`config.mk`:
```
export PLATFORM = sky130hd
export DESIGN_NAME = csv_reader
export DESIGN_NICKNAME = d
export VERILOG_FILES = /design/src/rtl/csv_reader.sv
export SDC_FILE = /design/constraint.sdc
export NUM_CORES = 1
export LEC_CHECK = 0
export ABC_AREA = 1
export BUFFER_PORTS_ARGS = -buffer_cell sky130_fd_sc_hd__buf_2
export CAP_MARGIN = 5
export CORE_MARGIN = 2
export CORE_UTILIZATION = 50
export CTS_CLUSTER_DIAMETER = 120
export DETAILED_ROUTE_END_ITERATION = 6
export GPL_ROUTABILITY_DRIVEN = 0
export GPL_TIMING_DRIVEN = 0
export PLACE_DENSITY_LB_ADDON = 0.12
export SKIP_CTS_REPAIR_TIMING = 1
export SYNTH_ARGS = -nofsm -noshare
export SYNTH_HDL_FRONTEND = slang
export SYNTH_SLANG_ARGS = --single-unit
```
`constraint.sdc`:
```
create_clock -name clk -period 1.7 [get_ports clk]
set_input_delay 0.085 -clock clk [delete_from_list [all_inputs] [get_ports clk]]
set_output_delay 0.085 -clock clk [all_outputs]
set_load 0.03 [all_outputs]
```
`src/rtl/csv_reader.sv`:
```
// csv_reader: streaming CSV tokenizer.
// Turns a byte stream into CHAR / FIELD_END / ROW_END tokens, tagged with a
// column index and a header-row flag, and flags column-count mismatches,
// column overflow and malformed quoting.
// Optional feature macro: CSV_READER_QUOTE_EN enables double-quote field
// quoting; without it '"' is an ordinary character and err_quote is tied 0.
module csv_reader #(
    parameter logic [7:0] DELIM    = 8'h2C,
    parameter int         MAX_COLS = 16,
    localparam int        COL_W    = $clog2(MAX_COLS)
) (
    input  logic             clk,
    input  logic             rst_n,
    input  logic             in_valid,
    output logic             in_ready,
    input  logic [7:0]       in_data,
    output logic             out_valid,
    input  logic             out_ready,
    output logic [1:0]       out_tok,
    output logic [7:0]       out_data,
    output logic [COL_W-1:0] out_col,
    output logic             out_header,
    output logic             err_cols,
    output logic             err_quote,
    output logic             err_ovf
);

    localparam logic [1:0] TOK_CHAR  = 2'd0;
    localparam logic [1:0] TOK_FIELD = 2'd1;
    localparam logic [1:0] TOK_ROW   = 2'd2;

    localparam logic [7:0] BYTE_LF    = 8'h0A;
    localparam logic [7:0] BYTE_CR    = 8'h0D;
    localparam logic [7:0] BYTE_QUOTE = 8'h22;

    localparam logic [COL_W-1:0] COL_MAX   = COL_W'(MAX_COLS - 1);
    localparam logic [COL_W-1:0] COL_ONE   = COL_W'(1);
    localparam logic [COL_W:0]   COL_ONE_W = (COL_W + 1)'(1);

    typedef enum logic [1:0] {
        ST_START = 2'd0,
        ST_UNQ   = 2'd1
`ifdef CSV_READER_QUOTE_EN
        , ST_QUOTED = 2'd2,
        ST_QSEEN  = 2'd3
`endif
    } state_t;

    state_t           state_r;
    state_t           nstate_s;
    logic             emit_s;
    logic [1:0]       tok_s;
    logic [7:0]       data_s;
    logic             qerr_s;
    logic             accept_s;
    logic [COL_W:0]   col_cnt_s;

    logic             out_valid_r;
    logic [1:0]       out_tok_r;
    logic [7:0]       out_data_r;
    logic [COL_W-1:0] out_col_r;
    logic             out_header_r;
    logic [COL_W-1:0] col_r;
    logic [COL_W:0]   hdr_cnt_r;
    logic             hdr_seen_r;
    logic             err_cols_r;
    logic             err_ovf_r;

    assign in_ready   = !out_valid_r || out_ready;
    assign accept_s   = in_valid && in_ready;
    assign col_cnt_s  = {1'b0, col_r} + COL_ONE_W;

    assign out_valid  = out_valid_r;
    assign out_tok    = out_tok_r;
    assign out_data   = out_data_r;
    assign out_col    = out_col_r;
    assign out_header = out_header_r;
    assign err_cols   = err_cols_r;
    assign err_ovf    = err_ovf_r;

    // Decode the current byte against the parser state into token and next state.
    always_comb begin
        emit_s   = 1'b0;
        tok_s    = TOK_CHAR;
        data_s   = 8'h00;
        nstate_s = state_r;
        qerr_s   = 1'b0;
        case (state_r)
`ifdef CSV_READER_QUOTE_EN
            ST_QUOTED: begin
                if (in_data == BYTE_QUOTE) begin
                    nstate_s = ST_QSEEN;
                end else begin
                    emit_s = 1'b1;
                    data_s = in_data;
                end
            end
            ST_QSEEN: begin
                if (in_data == BYTE_QUOTE) begin
                    emit_s   = 1'b1;
                    data_s   = BYTE_QUOTE;
                    nstate_s = ST_QUOTED;
                end else if (in_data == DELIM) begin
                    emit_s   = 1'b1;
                    tok_s    = TOK_FIELD;
                    nstate_s = ST_START;
                end else if (in_data == BYTE_LF) begin
                    emit_s   = 1'b1;
                    tok_s    = TOK_ROW;
                    nstate_s = ST_START;
                end else if (in_data == BYTE_CR) begin
                    nstate_s = ST_QSEEN;
                end else begin
                    // Stray byte after a closing quote: keep it, flag the quoting.
                    qerr_s   = 1'b1;
                    emit_s   = 1'b1;
                    data_s   = in_data;
                    nstate_s = ST_UNQ;
                end
            end
`endif
            ST_START, ST_UNQ: begin
                if (in_data == DELIM) begin
                    emit_s   = 1'b1;
                    tok_s    = TOK_FIELD;
                    nstate_s = ST_START;
                end else if (in_data == BYTE_LF) begin
                    emit_s   = 1'b1;
                    tok_s    = TOK_ROW;
                    nstate_s = ST_START;
                end else if (in_data == BYTE_CR) begin
                    nstate_s = state_r;
`ifdef CSV_READER_QUOTE_EN
                end else if ((in_data == BYTE_QUOTE) && (state_r == ST_START)) begin
                    nstate_s = ST_QUOTED;
`endif
                end else begin
                    emit_s   = 1'b1;
                    data_s   = in_data;
                    nstate_s = ST_UNQ;
                end
            end
            default: begin
                nstate_s = ST_START;
            end
        endcase
    end

    // Parser state, output token register, column tracking and sticky errors.
    always_ff @(posedge clk or negedge rst_n) begin
        if (!rst_n) begin
            state_r      <= ST_START;
            out_valid_r  <= 1'b0;
            out_tok_r    <= TOK_CHAR;
            out_data_r   <= 8'h00;
            out_col_r    <= '0;
            out_header_r <= 1'b1;
            col_r        <= '0;
            hdr_cnt_r    <= '0;
            hdr_seen_r   <= 1'b0;
            err_cols_r   <= 1'b0;
            err_ovf_r    <= 1'b0;
        end else begin
            if (out_ready) begin
                out_valid_r <= 1'b0;
            end
            // The header flag drops once the first row terminator leaves the block.
            if (out_valid_r && out_ready && (out_tok_r == TOK_ROW)) begin
                out_header_r <= 1'b0;
            end
            if (accept_s) begin
                state_r <= nstate_s;
                if (emit_s) begin
                    out_valid_r <= 1'b1;
                    out_tok_r   <= tok_s;
                    out_data_r  <= data_s;
                    out_col_r   <= col_r;
                    if (tok_s == TOK_FIELD) begin
                        if (col_r == COL_MAX) begin
                            err_ovf_r <= 1'b1;
                        end else begin
                            col_r <= col_r + COL_ONE;
                        end
                    end else if (tok_s == TOK_ROW) begin
                        col_r <= '0;
                        if (!hdr_seen_r) begin
                            hdr_cnt_r  <= col_cnt_s;
                            hdr_seen_r <= 1'b1;
                        end else if (col_cnt_s != hdr_cnt_r) begin
                            err_cols_r <= 1'b1;
                        end
                    end
                end
            end
        end
    end

`ifdef CSV_READER_QUOTE_EN
    logic err_quote_r;

    // Sticky quoting error.
    always_ff @(posedge clk or negedge rst_n) begin
        if (!rst_n) begin
            err_quote_r <= 1'b0;
        end else if (accept_s && qerr_s) begin
            err_quote_r <= 1'b1;
        end
    end

    assign err_quote = err_quote_r;
`else
    assign err_quote = 1'b0;
`endif

endmodule

```
==> flow_summary.json <==
{
  "status": "completed",
  "tightest_slew_ps": 610,
  "ant_nets": 0,
  "clk_latency_ps": 330,
  "syn_inst": 173,
  "final_net_count": 222,
  "register_area_um2": 702,
  "max_freq_ghz": 0.667,
  "cts_tree": "done",
  "route.met3.wl_um": 188,
  "ys_seq_elements": 28,
  "cts_buffer_depth": 2,
  "ys_types": 27,
  "drive_above_1_share_pct": 27.9,
  "drtIter0Drc": 68,
  "power.total_mw": 1.40,
  "min_path_cells": 3,
  "worstSetupPathType": "flip-flop to flip-flop",
  "startpoint_type": "flip-flop",
  "cp.required_ps": 1950,
  "place_ws_ps": 205,
  "critPathMaxFanout": 7,
  "hp-class": "primary input to flip-flop",
  "critPathCaptureType": "flip-flop",
  "ctsHtreeMaxLevel": 1,
  "grt.total_usage_pct": 18.3,
  "reg2reg_depth": 10,
  "report.final.setup_viol": 0,
  "dpl_cell_area_mm2": 0.00163,
  "io_pins": 32,
  "die_h_um": 57.7,
  "syn-num-nets": 186,
  "rsz0062_at_grt": "false",
  "critPathArrivalTime_ps": 1750,
  "antenna_cells": 0,
  "drt_wl_total_um": 2810,
  "grt_max_degree": 29,
  "finalNonFillerCells": 239,
  "holdPathEnd": "out_data[6]",
  "clk_pin_slew_worst_paths_ps": 150,
  "slew_violations": 0,
  "die_x_um": 57.7,
  "avgSynthCellArea_um2": 8.32,
  "wl_met1_um": 1260,
  "layout_setup_ws_ps": 200,
  "timing.final.crit_share_pct": 88.3,
  "drt_first_pass_iters": 4,
  "met2WireLength_um": 1330,
  "r2r_slack_ps": 200,
  "syn_area_mm2": 0.00144,
  "multi_input_area_um2": 627,
  "grt_pass1_wl_um": 4800,
  "syn2layout_area_growth_pct": 17.5,
  "drc": 0,
  "fp.dieArea_mm2": 0.00333,
  "routed_via_density": 5.14,
  "final_common_cell": "nand2_1",
  "final_cell_area_mm2": 0.00169,
  "fin_tns_setup_ps": 0,
  "max_cap_violations": 0,
  "yosysSeqAreaShare_pct": 48.7,
  "dp_hpwl_um": 2120,
  "numCtsBuffers": 3,
  "highest_layer": "met4",
  "final_cell_mix": "nand2_1, buf_2, dfrtp_1, inv_1, nand3_1",
  "hold_start": "in_data[6]",
  "r2r-start": "col_r[0]",
  "wl_per_cell_um": 11.8,
  "r2r_end": "err_cols",
  "leakagePower_nw": 0.951,
  "start_util_pct": 52.2,
  "core_mm2": 0.00276,
  "hold_viol": 0,
  "io_buffers": 30,
  "antenna_found_initial": 0,
  "finClkSkew_ps": 10.1,
  "overflow": 0,
  "cts_sinks": 28,
  "grt_pass1_vias": 1169,
  "rows": 19,
  "nFillCells": 253,
  "root_buffer": "clkbuf_4",
  "num_vias": 1229,
  "maxSlewHeadroom_pct": 59.4,
  "powerDensity_mw_per_mm2": 828,
  "yosysWarnings": 0,
  "finalCriticalPeriod_ps": 1500,
  "dpl.cell_count": 234,
  "peakVddDrop_mv": 0.736
}
==> how the worst max path moves through the flow <==
stage | slack [ps] | to | startpoint
6_report | 200 | err_cols | col_r[0]
3_3_place_gp | 250 | err_cols | col_r[0]
5_1_grt | 30 | err_cols | col_r[0]
3_5_place_dp | 200 | err_cols | col_r[0]
4_1_cts | 190 | err_cols | col_r[0]
2_1_floorplan | 230 | out_col[3] | out_valid
==> logic make-up (layout without fill, tap and decap cells) <==
| logic type | count (synthesis) | in the layout | synth area share [%] |
|---|---|---|---|
| buffers and inverters | 24 | 59 | 7.73 |
| adder cells (fa/ha/maj) | 1 | 1 | 0.869 |
| other | 1 | 1 | 0.260 |
| AND/OR/NAND/NOR | 103 | 103 | 34.2 |
| AO/OA/AOI/OAI | 14 | 14 | 6.95 |
| XOR/XNOR | 2 | 2 | 1.22 |
| flip-flops | 28 | 28 | 48.7 |
==> state kept, by name, summed over array words and instances (netlist names) <==
register	flops
err_cols	1
hdr_cnt_r	5
col_r	4
hdr_seen_r	1
out_col	4
out_data	8
err_ovf	1
out_valid	1
out_tok	2
out_header	1
==> critical path, cell delays in order, from the launching register on <==
cell and delay [ps]:
dfrtp_1 500, ha_1 250, nand2_2 110, nor2_4 140
inv_2 60, nand2_1 50, inv_1 30, nor2_1 90
nand3_1 80, nand2_1 70, nand2_1 40
==> power breakdown <==
group          internal (mW)  switching, mW  leakage (nW)
combinational         0.0744          0.172         0.578
sequential             0.699         0.0196         0.345
clock                  0.239          0.197        0.0279
==> final cells by class <==
| class | count | share of cell area (%) |
|---|---|---|
| Sequential cell | 28 | 41.5 |
| Buffer | 3 | 1.78 |
| Timing Repair Buffer | 31 | 9.47 |
| Inverter | 21 | 4.81 |
| Clock buffer | 3 | 1.33 |
| Clock inverter | 1 | 1.78 |
| Multi-Input combinational cell | 121 | 37.1 |
| Tap cell | 31 | 2.29 |
==> metrics by stage <==
stage,utilization [%],hold slack (ps)
3_5_place_dp,59.1,131
4_1_cts,61.0,-255
5_1_grt,61.3,2.59
2_1_floorplan,-,-211
6_report,61.3,13.3
3_3_place_gp,59.1,128
==> cells in the mapped netlist, drive strengths merged <==
cell	n	area (um2)
buf	3	30.0
conb	1	3.75
dfrtp	27	676
dfstp	1	26.3
ha	1	12.5
inv	21	81.3
nand2	63	256
nand3	18	100
nand4	4	25.0
nor2	16	101
nor3	2	10.0
o21a	2	15.0
o21ai	11	77.6
o21bai	1	7.51
xnor2	1	8.76
xor2	1	8.76
==> per-layer routing <==
layer | track usage, % | up-vias
met5 | 0 | -
met4 | 7.64 | 0
met3 | 4.24 | 6
met2 | 30.4 | 43
met1 | 23.1 | 566
li1 | - | 614
No activity file was read; power rests on OpenSTA's default activity.
